### src/rtl/qclk_pkg.sv
`default_nettype none
// ============================================================================
// Module : qclk_pkg
// Brief  : State encoding and default widths shared by the quadrature
//          clock burst generator.
// Rev    : 1.0
// ============================================================================
package qclk_pkg;

  typedef enum logic [0:0] {
    QCLK_IDLE = 1'b0,
    QCLK_RUN  = 1'b1
  } qclk_state_e;

  localparam int DIV_W_DEF = 8;
  localparam int CNT_W_DEF = 16;

endpackage
`default_nettype wire

### src/rtl/quadrature_clock_burst_gen.sv
`default_nettype none
// ============================================================================
// Module : quadrature_clock_burst_gen
// Brief  : 0/90 degree clock pair at period 4*div_q with counted or
//          free-running bursts, graceful stop and per-edge strobes.
// Rev    : 1.0
// ============================================================================
module quadrature_clock_burst_gen
  import qclk_pkg::*;
#(
  parameter int DIV_W = DIV_W_DEF,
  parameter int CNT_W = CNT_W_DEF
) (
  input  logic             clk_in,
  input  logic             reset,
  input  logic             start,
  input  logic             stop,
  input  logic             free_run,
  input  logic [DIV_W-1:0] div_q,
  input  logic [CNT_W-1:0] n_cycles,
  input  logic             cpol,
  output logic             sck_0,
  output logic             sck_90,
  output logic             sck_0_lead,
  output logic             sck_0_trail,
  output logic             sck_90_lead,
  output logic             sck_90_trail,
  output logic             busy,
  output logic             done
);

  localparam int CW = DIV_W + 2;

  qclk_state_e      state_q, state_d;
  logic [CW-1:0]    cnt_q, cnt_d;
  logic [CW-1:0]    dq_q, dq_d;
  logic [CNT_W-1:0] left_q, left_d;
  logic             pol_q, pol_d;
  logic             fr_q, fr_d;
  logic             stop_pend_q, stop_pend_d;
  logic             end_run;

  logic [CW-1:0]    last_cnt;
  logic [CW-1:0]    two_d, three_d;
  logic             run_d;

  logic sck_0_q, sck_0_d, sck_90_q, sck_90_d;
  logic lead0_q, lead0_d, trail0_q, trail0_d;
  logic lead90_q, lead90_d, trail90_q, trail90_d;
  logic done_q;

  assign last_cnt = (dq_q << 2) - CW'(1);

  always_comb begin
    state_d     = state_q;
    cnt_d       = cnt_q;
    dq_d        = dq_q;
    left_d      = left_q;
    pol_d       = pol_q;
    fr_d        = fr_q;
    stop_pend_d = stop_pend_q;
    end_run     = 1'b0;

    case (state_q)
      QCLK_IDLE: begin
        if (start) begin
          // A zero-length counted burst completes without producing any edge.
          if (!free_run && (n_cycles == '0)) begin
            end_run = 1'b1;
          end else begin
            state_d     = QCLK_RUN;
            cnt_d       = '0;
            dq_d        = (div_q == '0) ? CW'(1) : CW'(div_q);
            pol_d       = cpol;
            fr_d        = free_run;
            left_d      = n_cycles;
            stop_pend_d = 1'b0;
          end
        end
      end

      QCLK_RUN: begin
        if (stop) begin
          stop_pend_d = 1'b1;
        end
        if (cnt_q == last_cnt) begin
          if ((!fr_q && (left_q == CNT_W'(1))) || stop || stop_pend_q) begin
            state_d     = QCLK_IDLE;
            cnt_d       = '0;
            stop_pend_d = 1'b0;
            end_run     = 1'b1;
          end else begin
            cnt_d = '0;
            if (!fr_q) begin
              left_d = left_q - CNT_W'(1);
            end
          end
        end else begin
          cnt_d = cnt_q + CW'(1);
        end
      end

      default: begin
        state_d = QCLK_IDLE;
      end
    endcase
  end

  // Outputs are decoded from next-state values so the registers line up with cnt_q.
  always_comb begin
    run_d     = (state_d == QCLK_RUN);
    two_d     = dq_d << 1;
    three_d   = two_d + dq_d;
    sck_0_d   = run_d ? (pol_d ^ (cnt_d < two_d)) : cpol;
    sck_90_d  = run_d ? (pol_d ^ ((cnt_d >= dq_d) && (cnt_d < three_d))) : cpol;
    lead0_d   = run_d && (cnt_d == '0);
    trail0_d  = run_d && (cnt_d == two_d);
    lead90_d  = run_d && (cnt_d == dq_d);
    trail90_d = run_d && (cnt_d == three_d);
  end

  always_ff @(posedge clk_in or posedge reset) begin
    if (reset) begin
      state_q     <= QCLK_IDLE;
      cnt_q       <= '0;
      dq_q        <= '0;
      left_q      <= '0;
      pol_q       <= 1'b0;
      fr_q        <= 1'b0;
      stop_pend_q <= 1'b0;
      sck_0_q     <= 1'b0;
      sck_90_q    <= 1'b0;
      lead0_q     <= 1'b0;
      trail0_q    <= 1'b0;
      lead90_q    <= 1'b0;
      trail90_q   <= 1'b0;
      done_q      <= 1'b0;
    end else begin
      state_q     <= state_d;
      cnt_q       <= cnt_d;
      dq_q        <= dq_d;
      left_q      <= left_d;
      pol_q       <= pol_d;
      fr_q        <= fr_d;
      stop_pend_q <= stop_pend_d;
      sck_0_q     <= sck_0_d;
      sck_90_q    <= sck_90_d;
      lead0_q     <= lead0_d;
      trail0_q    <= trail0_d;
      lead90_q    <= lead90_d;
      trail90_q   <= trail90_d;
      done_q      <= end_run;
    end
  end

  assign sck_0        = sck_0_q;
  assign sck_90       = sck_90_q;
  assign sck_0_lead   = lead0_q;
  assign sck_0_trail  = trail0_q;
  assign sck_90_lead  = lead90_q;
  assign sck_90_trail = trail90_q;
  assign busy         = (state_q == QCLK_RUN);
  assign done         = done_q;

endmodule
`default_nettype wire

### config.mk
export PLATFORM = sky130hd
export DESIGN_NAME = quadrature_clock_burst_gen
export DESIGN_NICKNAME = d
export VERILOG_FILES = /design/src/rtl/qclk_pkg.sv /design/src/rtl/quadrature_clock_burst_gen.sv
export SDC_FILE = /design/constraint.sdc
export NUM_CORES = 1
export LEC_CHECK = 0
export ABC_AREA = 1
export ABC_CLOCK_PERIOD_IN_PS = 4300
export BUFFER_PORTS_ARGS = -buffer_cell sky130_fd_sc_hd__buf_2
export CORE_ASPECT_RATIO = 1.1
export CORE_MARGIN = 2
export CORE_UTILIZATION = 54
export CTS_BUF_LIST = sky130_fd_sc_hd__clkbuf_16
export CTS_CLUSTER_SIZE = 10
export DETAILED_ROUTE_END_ITERATION = 12
export HOLD_SLACK_MARGIN = 0.03
export PLACE_DENSITY = 0.77
export SYNTH_ARGS = -nofsm -noshare
export SYNTH_HDL_FRONTEND = slang
export SYNTH_SLANG_ARGS = --single-unit
export TNS_END_PERCENT = 20
### constraint.sdc
create_clock -name clk_in -period 4.3 [get_ports clk_in]
set_clock_uncertainty 0.05 [all_clocks]
set_input_delay 0.215 -clock clk_in [delete_from_list [all_inputs] [get_ports clk_in]]
set_output_delay 0.215 -clock clk_in [all_outputs]
set_load 0.1 [all_outputs]
==> results.cfg <==
[status]
outcome = completed

[setup_path]
crit_family = compound AO/OA/AOI/OAI gates
worstSetupEndpointType = flop
critical_path.cell_chain = inv_4 > nand3_4 > or2_4 > o31ai_4 > ha_2 > inv_2 > fa_2 > o21ai_2 > a21oi_1 > o21ai_1 > nand2_1 > nand2_1 > a21oi_2 > xor2_1 > ha_1 > nand2_2 > o21a_1 > nand2_2 > a31oi_4 > o21ai_2 > xor2_1 > nand2_1 > nand2_1
worst_reg_to_reg_setup_slack_ns = 0.28
critical-path-max-stage-delay_ns = 0.49
criticalPathCategory = reg -> reg
critical-path-slowest-cell = sky130_fd_sc_hd__dfrtp_4
worstSetupPathDepth = 23
cp.required_ns = 4.43
critPathLaunchType = flop
timing.critical_path.fanout_max = 5
critical_path_buf_inv_count = 2
crit_path_frequent_cell = sky130_fd_sc_hd__nand2_1
worstPathArrival_ns = 4.15
reg2regPathDepth = 23

[clock_tree]
root_buffer = sky130_fd_sc_hd__clkbuf_16
clock_sink_count = 47
clk_pin_slew_ns = 0.07
cts_buffer_depth = 2
insertion_delay_ns = 0.29
cts_inserted_buffers = 5
cts_tree = built
htree_num_levels = 2

[grt]
grtUsageTotal_pct = 24.7
grt_start_max_net_pins = 48
grt_antenna_before_repair = 0
first_global_vias = 3450
grt_remaining_overflow = 0
grt_first_pass_wirelength_mm = 15.7

[finish]
stdcell_area_um2 = 4420
post_route_cells_drive_above_1_share_pct = 16.1
nFillCells = 636
fin_nets = 661
diode_insertion_count_for_antenna_repair = 0
area_growth_pct = 14.8

[place]
detailedPlacementHpwl_mm = 7.14
rd_place_congestion = 0.867
placed_cell_area_um2 = 4190
port-buffer-count = 37

[synthesis]
ys.warnings.count = 0
ys_types = 42
netlist_area_um2 = 3850
ys_top_cells_by_area = sky130_fd_sc_hd__dfrtp_1 31%, sky130_fd_sc_hd__nand2_1 14%, sky130_fd_sc_hd__ha_1 13%
ys_seq_elements = 47
synth-seq-area-share_pct = 30.6
average_cell_area_after_synthesis_um2 = 7.15
synth_cells = 538
synth_top_area_share_pct = 30.6
synth.net_count = 609
cell_type_with_the_highest_aggregate_area_in_the_netlist = sky130_fd_sc_hd__dfrtp_1

[die]
placement_rows = 32
design.core.area_um2 = 6970
dieArea_um2 = 7820
start_util_pct = 55.2
boundaryPins = 38
dieHeight_um = 92.5
die-width_um = 84.5

[drt]
drt_iter0_markers = 270
drt_first_pass_iters = 5
vias_after_detailed_routing = 3692
remaining_drc_errors = 0
route.antenna.remaining_nets = 0
post_drt_via_cell_ratio = 5.47
route.detailed.wl_per_inst_um = 13.8
drt_wl_total_mm = 9.29

[sta]
worst_pin_slew_ns = 0.998
maxClockFrequency_ghz = 0.248
report.final.slew_viol_count = 0
min_period_over_period_pct = 93.6
fin_crit_ns = 4.02
slew_headroom_pct = 33.4
final_hold_viol_count = 0
setup_viol = 0

[flow_run]
drv_cap = 0

[power]
p_per_area_nw_per_um2 = 799
worst_ir_drop_vdd_uv = 737
p_total_mw = 3.53
p_leak_nw = 2.29

[worst_hold_path]
hold_depth = 3
worst_hold_path_type = in -> reg
-- sequential cells by signal, indices dropped and copies added (netlist names) --
signal and cells:
stop_pend_q 1, busy 1, cnt_q 10, left_q 16, sck_0 1, sck_0_trail 1, pol_q 1, sck_0_lead 1
sck_90 1, sck_90_trail 1, dq_q 10, done 1, fr_q 1, sck_90_lead 1
-- final timing paths --
| path | end | startpoint |
|---|---|---|
| max | sck_90 | busy |
| min | fr_q | free_run |
| min reg2reg | stop_pend_q | stop_pend_q |
| max in group asynchronous | busy | reset |
| max reg2reg | sck_90 | busy |
| min in group asynchronous | sck_90_lead | reset |
-- layout make-up --
cell class / instances / area [µm²] / area share (%)
multi-input cells: 407 / 2390 / 54.1
flip-flops and latches: 47 / 1180 / 26.7
repair buffers: 53 / 305 / 6.91
inverters: 76 / 300 / 6.80
clock buffers: 5 / 125 / 2.83
well taps: 85 / 106 / 2.41
clock inverters: 2 / 11.3 / 0.255
-- per-layer routing --
metal / track usage, % / up-vias / wire length (µm)
li1: - / 1856 / -
met1: 31.7 / 1690 / 3970
met2: 42.1 / 115 / 4530
met3: 4.72 / 31 / 513
met4: 7.28 / 0 / 282
met5: 0 / - / 0
-- metrics by stage --
step | std cells | setup slack, ns | hold WS [ns] | TNS [ns] | util (%)
finish | 675 | 0.275 | 0.108 | 0 | 63.4
global placement | 663 | 0.136 | 0.407 | 0 | 60.1
detailed placement | 663 | 0.0259 | 0.408 | 0 | 60.1
global route | 675 | -0.00568 | 0.139 | -0.00568 | 63.4
CTS | 670 | 0.121 | 0.109 | 0 | 62.0
floorplan | 538 | 0.0235 | 0.286 | 0 | -
-- logic make-up (layout without fill, tap and decap cells) --
family          Yosys count  in the layout  synth area share (%)
flops                    47             47                  30.6
fa+ha+maj                41             41                  13.5
compound gates           88             88                  12.9
xor+xnor                 21             21                  4.78
simple gates            257            257                  28.9
buf+inv                  84            136                  9.30
-- worst register-to-register path: stages (launching register included) --
cell	delay (ns)
sky130_fd_sc_hd__dfrtp_4	0.49
sky130_fd_sc_hd__inv_4	0.07
sky130_fd_sc_hd__nand3_4	0.09
sky130_fd_sc_hd__or2_4	0.28
sky130_fd_sc_hd__o31ai_4	0.32
sky130_fd_sc_hd__ha_2	0.24
sky130_fd_sc_hd__inv_2	0.04
sky130_fd_sc_hd__fa_2	0.39
sky130_fd_sc_hd__o21ai_2	0.14
sky130_fd_sc_hd__a21oi_1	0.08
sky130_fd_sc_hd__o21ai_1	0.20
sky130_fd_sc_hd__nand2_1	0.08
sky130_fd_sc_hd__nand2_1	0.08
sky130_fd_sc_hd__a21oi_2	0.05
sky130_fd_sc_hd__xor2_1	0.14
sky130_fd_sc_hd__ha_1	0.34
sky130_fd_sc_hd__nand2_2	0.12
sky130_fd_sc_hd__o21a_1	0.15
sky130_fd_sc_hd__nand2_2	0.07
sky130_fd_sc_hd__a31oi_4	0.16
sky130_fd_sc_hd__o21ai_2	0.08
sky130_fd_sc_hd__xor2_1	0.16
sky130_fd_sc_hd__nand2_1	0.06
sky130_fd_sc_hd__nand2_1	0.04
-- where the power goes --
| group | switching [mW] | internal, mW | leakage [nW] | total, mW |
|---|---|---|---|---|
| sequential | 0.154 | 0.604 | 0.571 | 0.759 |
| combinational | 1.49 | 0.906 | 1.65 | 2.40 |
| clock | 0.163 | 0.210 | 0.0671 | 0.373 |
| total | 1.81 | 1.72 | 2.29 | 3.53 |
-- placed cells by master (no fill, tap or decap), types with 2 or more instances in the layout --
master / instances
sky130_fd_sc_hd__nand3_4: 2
sky130_fd_sc_hd__nor3_1: 9
sky130_fd_sc_hd__inv_2: 3
sky130_fd_sc_hd__o21ai_0: 34
sky130_fd_sc_hd__buf_2: 37
sky130_fd_sc_hd__nand2_2: 4
sky130_fd_sc_hd__a21oi_2: 4
sky130_fd_sc_hd__o211ai_1: 2
sky130_fd_sc_hd__buf_4: 16
sky130_fd_sc_hd__a21oi_1: 19
sky130_fd_sc_hd__clkbuf_16: 5
sky130_fd_sc_hd__ha_1: 39
sky130_fd_sc_hd__xnor2_1: 4
sky130_fd_sc_hd__a31oi_1: 3
sky130_fd_sc_hd__nand3_1: 28
sky130_fd_sc_hd__nand3b_1: 2
sky130_fd_sc_hd__or2_2: 2
sky130_fd_sc_hd__o21bai_1: 2
sky130_fd_sc_hd__xor2_1: 17
sky130_fd_sc_hd__nor2_1: 45
sky130_fd_sc_hd__o21ai_2: 7
sky130_fd_sc_hd__o21ai_1: 10
sky130_fd_sc_hd__dfrtp_1: 46
sky130_fd_sc_hd__inv_1: 71
sky130_fd_sc_hd__nor2_2: 3
sky130_fd_sc_hd__nand2_1: 144
sky130_fd_sc_hd__nand4_1: 11
-- timing repair --
item / 4_1_cts / 5_1_grt
hold buffers: 0 / 0
endpoints found under the setup margin: 0 / 1
buffers inserted: 0 / 5
gates resized for setup: 0 / 19
-- synth_stat cells --
cell	count
sky130_fd_sc_hd__nor2_2	3
sky130_fd_sc_hd__nor2_1	46
sky130_fd_sc_hd__nand3b_1	2
sky130_fd_sc_hd__nand3_1	29
sky130_fd_sc_hd__inv_2	1
sky130_fd_sc_hd__buf_6	1
sky130_fd_sc_hd__fa_1	1
sky130_fd_sc_hd__a21oi_1	21
sky130_fd_sc_hd__nand4_1	11
sky130_fd_sc_hd__o21ai_0	39
sky130_fd_sc_hd__o22ai_1	1
sky130_fd_sc_hd__nand2_1	146
sky130_fd_sc_hd__nand2_8	1
sky130_fd_sc_hd__o21ai_1	7
sky130_fd_sc_hd__buf_12	1
sky130_fd_sc_hd__and3_1	1
sky130_fd_sc_hd__o21ai_2	5
sky130_fd_sc_hd__nand3_4	1
sky130_fd_sc_hd__xor2_1	17
sky130_fd_sc_hd__nand2_2	2
sky130_fd_sc_hd__buf_2	2
sky130_fd_sc_hd__a211oi_1	1
sky130_fd_sc_hd__clkbuf_1	3
sky130_fd_sc_hd__nor3_1	9
sky130_fd_sc_hd__a31oi_1	4
sky130_fd_sc_hd__xnor2_1	4
sky130_fd_sc_hd__nand2_4	1
sky130_fd_sc_hd__ha_1	40
sky130_fd_sc_hd__o211ai_1	2
sky130_fd_sc_hd__o21bai_1	2
sky130_fd_sc_hd__o31ai_1	2
sky130_fd_sc_hd__nor4_1	1
sky130_fd_sc_hd__or2_2	3
sky130_fd_sc_hd__o21a_1	1
sky130_fd_sc_hd__clkinv_1	1
sky130_fd_sc_hd__inv_1	73
sky130_fd_sc_hd__buf_4	1
sky130_fd_sc_hd__o311ai_0	1
sky130_fd_sc_hd__a21oi_2	2
sky130_fd_sc_hd__or4_1	1
sky130_fd_sc_hd__clkinv_8	1
sky130_fd_sc_hd__dfrtp_1	47
(Power assumes the default switching activity.)
